==> config.mk <==
export PLATFORM = sky130hd
export DESIGN_NAME = uart_rx_core_flat
export DESIGN_NICKNAME = d
export VERILOG_FILES = /design/src/rtl/uart_rx_core_if.sv /design/src/rtl/uart_rx_core.sv /design/src/flat_wrapper.sv
export SDC_FILE = /design/constraint.sdc
export NUM_CORES = 1
export LEC_CHECK = 0
export CORE_MARGIN = 2
export CORE_UTILIZATION = 55
export CTS_BUF_LIST = sky130_fd_sc_hd__clkbuf_16
export DETAILED_ROUTE_END_ITERATION = 12
export GPL_ROUTABILITY_DRIVEN = 0
export MAX_ROUTING_LAYER = met4
export PLACE_DENSITY = 0.83
export SKIP_CTS_REPAIR_TIMING = 1
export SLEW_MARGIN = 25
export SYNTH_ARGS = -nofsm -noshare
export SYNTH_HDL_FRONTEND = slang
export SYNTH_SLANG_ARGS = --single-unit
==> constraint.sdc <==
create_clock -name CLK -period 2.8 [get_ports CLK]
set_input_delay 0.28 -clock CLK [delete_from_list [all_inputs] [get_ports CLK]]
set_output_delay 0.28 -clock CLK [all_outputs]
set_load 0.05 [all_outputs]
==> src/rtl/uart_rx_core_if.sv <==
// Byte-side handshake bundle of the UART receiver: one-entry valid/ready output
// register plus the framing-error and overrun pulses.
interface uart_rx_core_if;
  logic [7:0] rdata;
  logic       rvalid;
  logic       rready;
  logic       ferr;
  logic       ovf;

  modport master (output rdata, rvalid, ferr, ovf, input rready);
  modport slave  (input rdata, rvalid, ferr, ovf, output rready);
endinterface

==> src/rtl/uart_rx_core.sv <==
// UART receive front-end: 2-FF synchroniser, 8N1 framer (8E1 when UART_RX_PARITY_EN
// is defined), one-entry valid/ready output register with ferr/ovf pulses.
module uart_rx_core #(
  parameter int CLKS_PER_BIT = 868
) (
  input  logic           CLK,
  input  logic           RSTN,
  input  logic           UART_RX,
  uart_rx_core_if.master rx
);

  localparam int CNT_W = $clog2(CLKS_PER_BIT);
  localparam logic [CNT_W-1:0] FULL_RELOAD = CNT_W'(CLKS_PER_BIT - 1);
  localparam logic [CNT_W-1:0] HALF_RELOAD = CNT_W'(CLKS_PER_BIT / 2 - 1);

  typedef enum logic [2:0] {
    S_IDLE,
    S_START,
    S_DATA,
`ifdef UART_RX_PARITY_EN
    S_PARITY,
`endif
    S_STOP,
    S_WAIT_HIGH
  } state_t;

  logic             rx_meta_p0;
  logic             rxs;
  state_t           state;
  logic [CNT_W-1:0] cnt;
  logic [2:0]       bit_idx;
  logic [7:0]       shreg;
  logic [7:0]       rdata_q;
  logic             rvalid_q;
  logic             ferr_q;
  logic             ovf_q;
  logic             tick;
  logic             stop_samp;
  logic             frame_good;
  logic             commit;
`ifdef UART_RX_PARITY_EN
  logic             par_err;
`endif

  // Stage boundary: raw pin -> metastability FF -> rxs, both idle-high.
  always_ff @(posedge CLK or negedge RSTN) begin
    if (!RSTN) begin
      rx_meta_p0 <= 1'b1;
      rxs        <= 1'b1;
    end else begin
      rx_meta_p0 <= UART_RX;
      rxs        <= rx_meta_p0;
    end
  end

  assign tick      = (cnt == '0);
  assign stop_samp = (state == S_STOP) && tick;
`ifdef UART_RX_PARITY_EN
  assign frame_good = rxs && !par_err;
`else
  assign frame_good = rxs;
`endif
  assign commit = stop_samp && frame_good;

  always_ff @(posedge CLK or negedge RSTN) begin
    if (!RSTN) begin
      state    <= S_IDLE;
      cnt      <= '0;
      bit_idx  <= '0;
      rdata_q  <= '0;
      rvalid_q <= 1'b0;
      ferr_q   <= 1'b0;
      ovf_q    <= 1'b0;
`ifdef UART_RX_PARITY_EN
      par_err  <= 1'b0;
`endif
    end else begin
      ferr_q <= 1'b0;
      ovf_q  <= 1'b0;

      // A simultaneous accept frees the register, so the new byte may replace it.
      if (commit) begin
        if (!rvalid_q || rx.rready) begin
          rdata_q  <= shreg;
          rvalid_q <= 1'b1;
        end else begin
          ovf_q <= 1'b1;
        end
      end else if (rvalid_q && rx.rready) begin
        rvalid_q <= 1'b0;
      end

      if (stop_samp && !frame_good) ferr_q <= 1'b1;

      case (state)
        S_IDLE: begin
          if (!rxs) begin
            state <= S_START;
            cnt   <= HALF_RELOAD;
`ifdef UART_RX_PARITY_EN
            par_err <= 1'b0;
`endif
          end
        end
        S_START: begin
          if (tick) begin
            if (rxs) begin
              state <= S_IDLE;
            end else begin
              state   <= S_DATA;
              cnt     <= FULL_RELOAD;
              bit_idx <= '0;
            end
          end else begin
            cnt <= cnt - 1'b1;
          end
        end
        S_DATA: begin
          if (tick) begin
            cnt     <= FULL_RELOAD;
            bit_idx <= bit_idx + 3'd1;
            if (bit_idx == 3'd7) begin
`ifdef UART_RX_PARITY_EN
              state <= S_PARITY;
`else
              state <= S_STOP;
`endif
            end
          end else begin
            cnt <= cnt - 1'b1;
          end
        end
`ifdef UART_RX_PARITY_EN
        S_PARITY: begin
          if (tick) begin
            par_err <= ((^shreg) != rxs);
            cnt     <= FULL_RELOAD;
            state   <= S_STOP;
          end else begin
            cnt <= cnt - 1'b1;
          end
        end
`endif
        // Leaving at the stop-bit centre gives half a bit of slack to resync on the next start.
        S_STOP: begin
          if (tick) begin
            state <= rxs ? S_IDLE : S_WAIT_HIGH;
          end else begin
            cnt <= cnt - 1'b1;
          end
        end
        S_WAIT_HIGH: begin
          if (rxs) state <= S_IDLE;
        end
        default: state <= S_IDLE;
      endcase
    end
  end

  // Payload shift register carries no reset; it is only observed after a full frame.
  always_ff @(posedge CLK) begin
    if (state == S_DATA && tick) shreg[bit_idx] <= rxs;
  end

  assign rx.rdata  = rdata_q;
  assign rx.rvalid = rvalid_q;
  assign rx.ferr   = ferr_q;
  assign rx.ovf    = ovf_q;

endmodule

==> src/flat_wrapper.sv <==
// flat-port wrapper written by rule: the top's interface ports become plain ports
module uart_rx_core_flat 
#(
  parameter int CLKS_PER_BIT = 868
)
  (CLK, RSTN, UART_RX, rx_rdata, rx_rvalid, rx_ferr, rx_ovf, rx_rready);
  uart_rx_core_if rx_i ();
  input  logic CLK;
  input  logic RSTN;
  input  logic UART_RX;
  output wire logic [$bits(rx_i.rdata)-1:0] rx_rdata;
  output wire logic [$bits(rx_i.rvalid)-1:0] rx_rvalid;
  output wire logic [$bits(rx_i.ferr)-1:0] rx_ferr;
  output wire logic [$bits(rx_i.ovf)-1:0] rx_ovf;
  input wire logic [$bits(rx_i.rready)-1:0] rx_rready;
  assign rx_rdata = rx_i.rdata;
  assign rx_rvalid = rx_i.rvalid;
  assign rx_ferr = rx_i.ferr;
  assign rx_ovf = rx_i.ovf;
  assign rx_i.rready = rx_rready;
  uart_rx_core #(.CLKS_PER_BIT(CLKS_PER_BIT)) u_core (.CLK(CLK), .RSTN(RSTN), .UART_RX(UART_RX), .rx(rx_i));
endmodule
==> impl_metrics.tcl, run 1 <==
set metrics [dict create \
    antenna_found_initial 0 \
    final_core_util_pct 69.3 \
    clkSlewWorstSetupHoldPaths_ns 0.06 \
    setup_ws_ns 0.389 \
    clock-sinks 37 \
    postRouteAntennaNets 0 \
    cp.required_ns 2.96 \
    fp.dieW_um 61.2 \
    period_needed_ns 2.41 \
    vias 1398 \
    max_cap_viol_count 0 \
    drc 0 \
    setup_violations 0 \
    final_hold_viol_count 0 \
    tritoncts "done" \
    r2r_start "u_core.cnt[0]" \
    async_reset_ff_share_pct 78.4 \
    leakage_nw 0.880 \
    wl_per_cell_um 16.5 \
    worstMarginPinSlew_ns 0.910 \
    crit_path_start_kind "flip-flop" \
    avgSynthCellArea_um2 10.8 \
    grt_pass1_vias 1426 \
    grt-ovfl-total 0 \
    die-area_um2 3740 \
    rows 20 \
    synth_cell_types 48 \
    synth_fp_nets 175 \
    root_buffer "clkbuf_16" \
    path_class "flip-flop to flip-flop" \
    clk-insertion-delay-late_ns 0.28 \
    crit_arrival_ns 2.57 \
    synth_edf_count 8 \
    insertedDiodeCount 0 \
    whs_endpoint "u_core.frame_good" \
    synth_area_um2 1800 \
    worstHoldStart "u_core.rx_meta_p0" \
    fin_total_pwr_mw 1.10 \
    synth_common_cells "dfrtp_1, nor2_1, nand2_1" \
    synth_fa_ha_area_share_pct 3.34 \
    drtPass1Iterations 4 \
    rsz0062_at_grt "no" \
    p_sw_mw 0.213 \
    htree_levels 2 \
    grt_pass1_wl_um 6580 \
    drtIter0Drc 96 \
    ir_worst_vdd_v 0.000358 \
    reg2reg_slack_ns 0.39 \
    p_clk_share_pct 47.6 \
    drv_slew 0 \
    netlist.area_leader.share_pct 37.6 \
    instances_no_fill 231 \
    syn2layout_area_growth_pct 18.6 \
    fin_crit_sh_pct 86.1 \
    yosys.area_share.simple_pct 20.3 \
    placedCellCount 223 \
    sw_frac_of_total_pct 19.5 \
    io-pin-count 15 \
    combPwrFrac_pct 1.5 \
    synth_top_cell_by_area "dfrtp_1" \
    skew_ns 0.00495 \
    synth-seq-cells 37 \
    min_path_cells 0 \
    avgViaCountPerCell 6.05 \
    holdCritPathClass "flip-flop to flip-flop" \
    drt_wl_total_um 3810 \
    r2r_end "u_core.rx.rdata[5]" \
    core_area_um2 3080 \
    clockBufferDepth 2 \
    max_freq_mhz 415 \
    synthMuxAreaShare_pct 5.57 \
    synth_most_common_cell "dfrtp_1" \
    grt_usage_pct 25.5 \
    grt_max_degree 30 \
    synth_top_family_by_area "simple AND/OR/NAND/NOR gates" \
    synth_area_leaders "dfrtp_1, edfxtp_1, mux2_2" \
    synth_seq_area_share_pct 53.9 \
    die_y_um 61.2 \
    p_per_area_nw_per_um2 514 \
    cp_max_fo 8 \
    yosys_warnings 0 \
    pwr-share-seq_pct 50.9 \
    synth_xor_area_share_pct 0.487 \
    r2r_cells 7 \
    internal_power_mw 0.883 \
    final_layout_size_suffix_gt1_share_pct 12.3 \
    synthCells 167 \
    dp_hpwl_um 2520 \
    setup_tns_ns 0 \
    place_worst_setup_slack_ns 0.434 \
    cts_buffers 5 \
    initial_core_util_pct 58.4 \
    port_buffers 14 \
    slew_headroom_pct 38.8 \
    synth_compound_area_share_pct 14.1 \
    critical_path.endpoint_type "flip-flop" \
    fin_nets 194 \
    status "finished, final reports clean" \
    synth_flop_cell "dfrtp_1" \
]
[power groups by stage]
stage | Clock, mW | Sequential [mW] | Combinational, mW
6_report | 0.522 | 0.557 | 0.0169
5_1_grt | 0.558 | 0.557 | 0.0192
4_1_cts | 0.530 | 0.557 | 0.0175
3_5_place_dp | 0 | 0.567 | 0.0171
3_3_place_gp | 0 | 0.567 | 0.0166
2_1_floorplan | 0 | 0.566 | 0.00280
[metal layers]
metal  wire length [um]  part of all wire, %  global-route usage (%)
met5                  0                    0                       -
met4                 82                  2.2                    12.1
met3                263                  6.9                    8.40
met2               1880                   49                    39.1
met1               1590                   42                    30.3
[area by class of cell]
class | count | area [um^2]
fill | 228 | 946
sequential | 37 | 968
tap | 44 | 55.1
clock inverter | 3 | 15.0
inverter | 7 | 26.3
timing repair buffer | 16 | 155
multi-input combinational | 119 | 787
clock buffer | 5 | 125
[placed cells by master, fill, tap and decap left out, drive strengths merged, types with 3 or more instances in the layout]
cell and count:
dfrtp 27, nor2 19, clkdlybuf4s50 14, nand2 12, nor3 10, o21ai 9
inv 8, edfxtp 8, mux2 8, nand3 7, a21oi 6, clkbuf 5
nand2b 4, a21o 4, ha 4, or3 3, nor4 3
[sequential cells by signal, summed over array words and instances (netlist names), 3 cells and up]
signal	cells
u_core.bit_idx	3
u_core.shreg	8
u_core.state	3
u_core.cnt	10
u_core.rx.rdata	8
[metrics by stage]
stage,cell area [um^2],hold slack (ns)
final,2130,0.358
after global routing,2130,0.361
after CTS,2130,0.360
after detailed placement,1990,0.348
after global placement,1990,0.351
after floorplan,1800,-0.0156
[cell families (layout without fill, tap and decap cells)]
logic type / count (synthesis) / after routing
xor gates and xnor gates: 1 / 1
and+or+nand+nor: 67 / 67
AOI/OAI and AO/OA: 37 / 37
DFF: 37 / 37
adders and majority gates: 5 / 5
buffers and inverters: 11 / 31
muxes: 9 / 9
[worst max-delay path, cell delays in order, from the launching register on]
cell and delay (ns):
dfrtp_1 0.39, inv_1 0.13, ha_1 0.19, or3b_2 0.51, nor3_4 0.34, nand3_4 0.16, nor2_8 0.20, mux2_2 0.37
[how the worst max path moves through the flow]
stage | startpoint | end | slack, ns | cells past startpoint
floorplan | u_core.cnt[0] | u_core.rx.rdata[0] | 0.53 | 7
global placement | u_core.cnt[0] | u_core.rx.rdata[4] | 0.53 | 7
detailed placement | u_core.cnt[0] | u_core.rx.rdata[7] | 0.43 | 7
CTS | u_core.cnt[0] | u_core.rx.rdata[5] | 0.41 | 7
global route | u_core.cnt[0] | u_core.rx.rdata[5] | 0.24 | 7
finish | u_core.cnt[0] | u_core.rx.rdata[5] | 0.39 | 7
No activity file was read; power rests on OpenSTA's default activity.
==> run 2: changes to the inputs <==
--- a/config.mk
+++ b/config.mk
@@ -10,6 +10,7 @@
 export CTS_BUF_LIST = sky130_fd_sc_hd__clkbuf_16
 export DETAILED_ROUTE_END_ITERATION = 12
 export GPL_ROUTABILITY_DRIVEN = 0
+export HOLD_SLACK_MARGIN = 0.03
 export MAX_ROUTING_LAYER = met4
 export PLACE_DENSITY = 0.83
 export SKIP_CTS_REPAIR_TIMING = 1
==> results of run 2 <==
No change in the layout: final DEF, timing and power equal those of run 1.
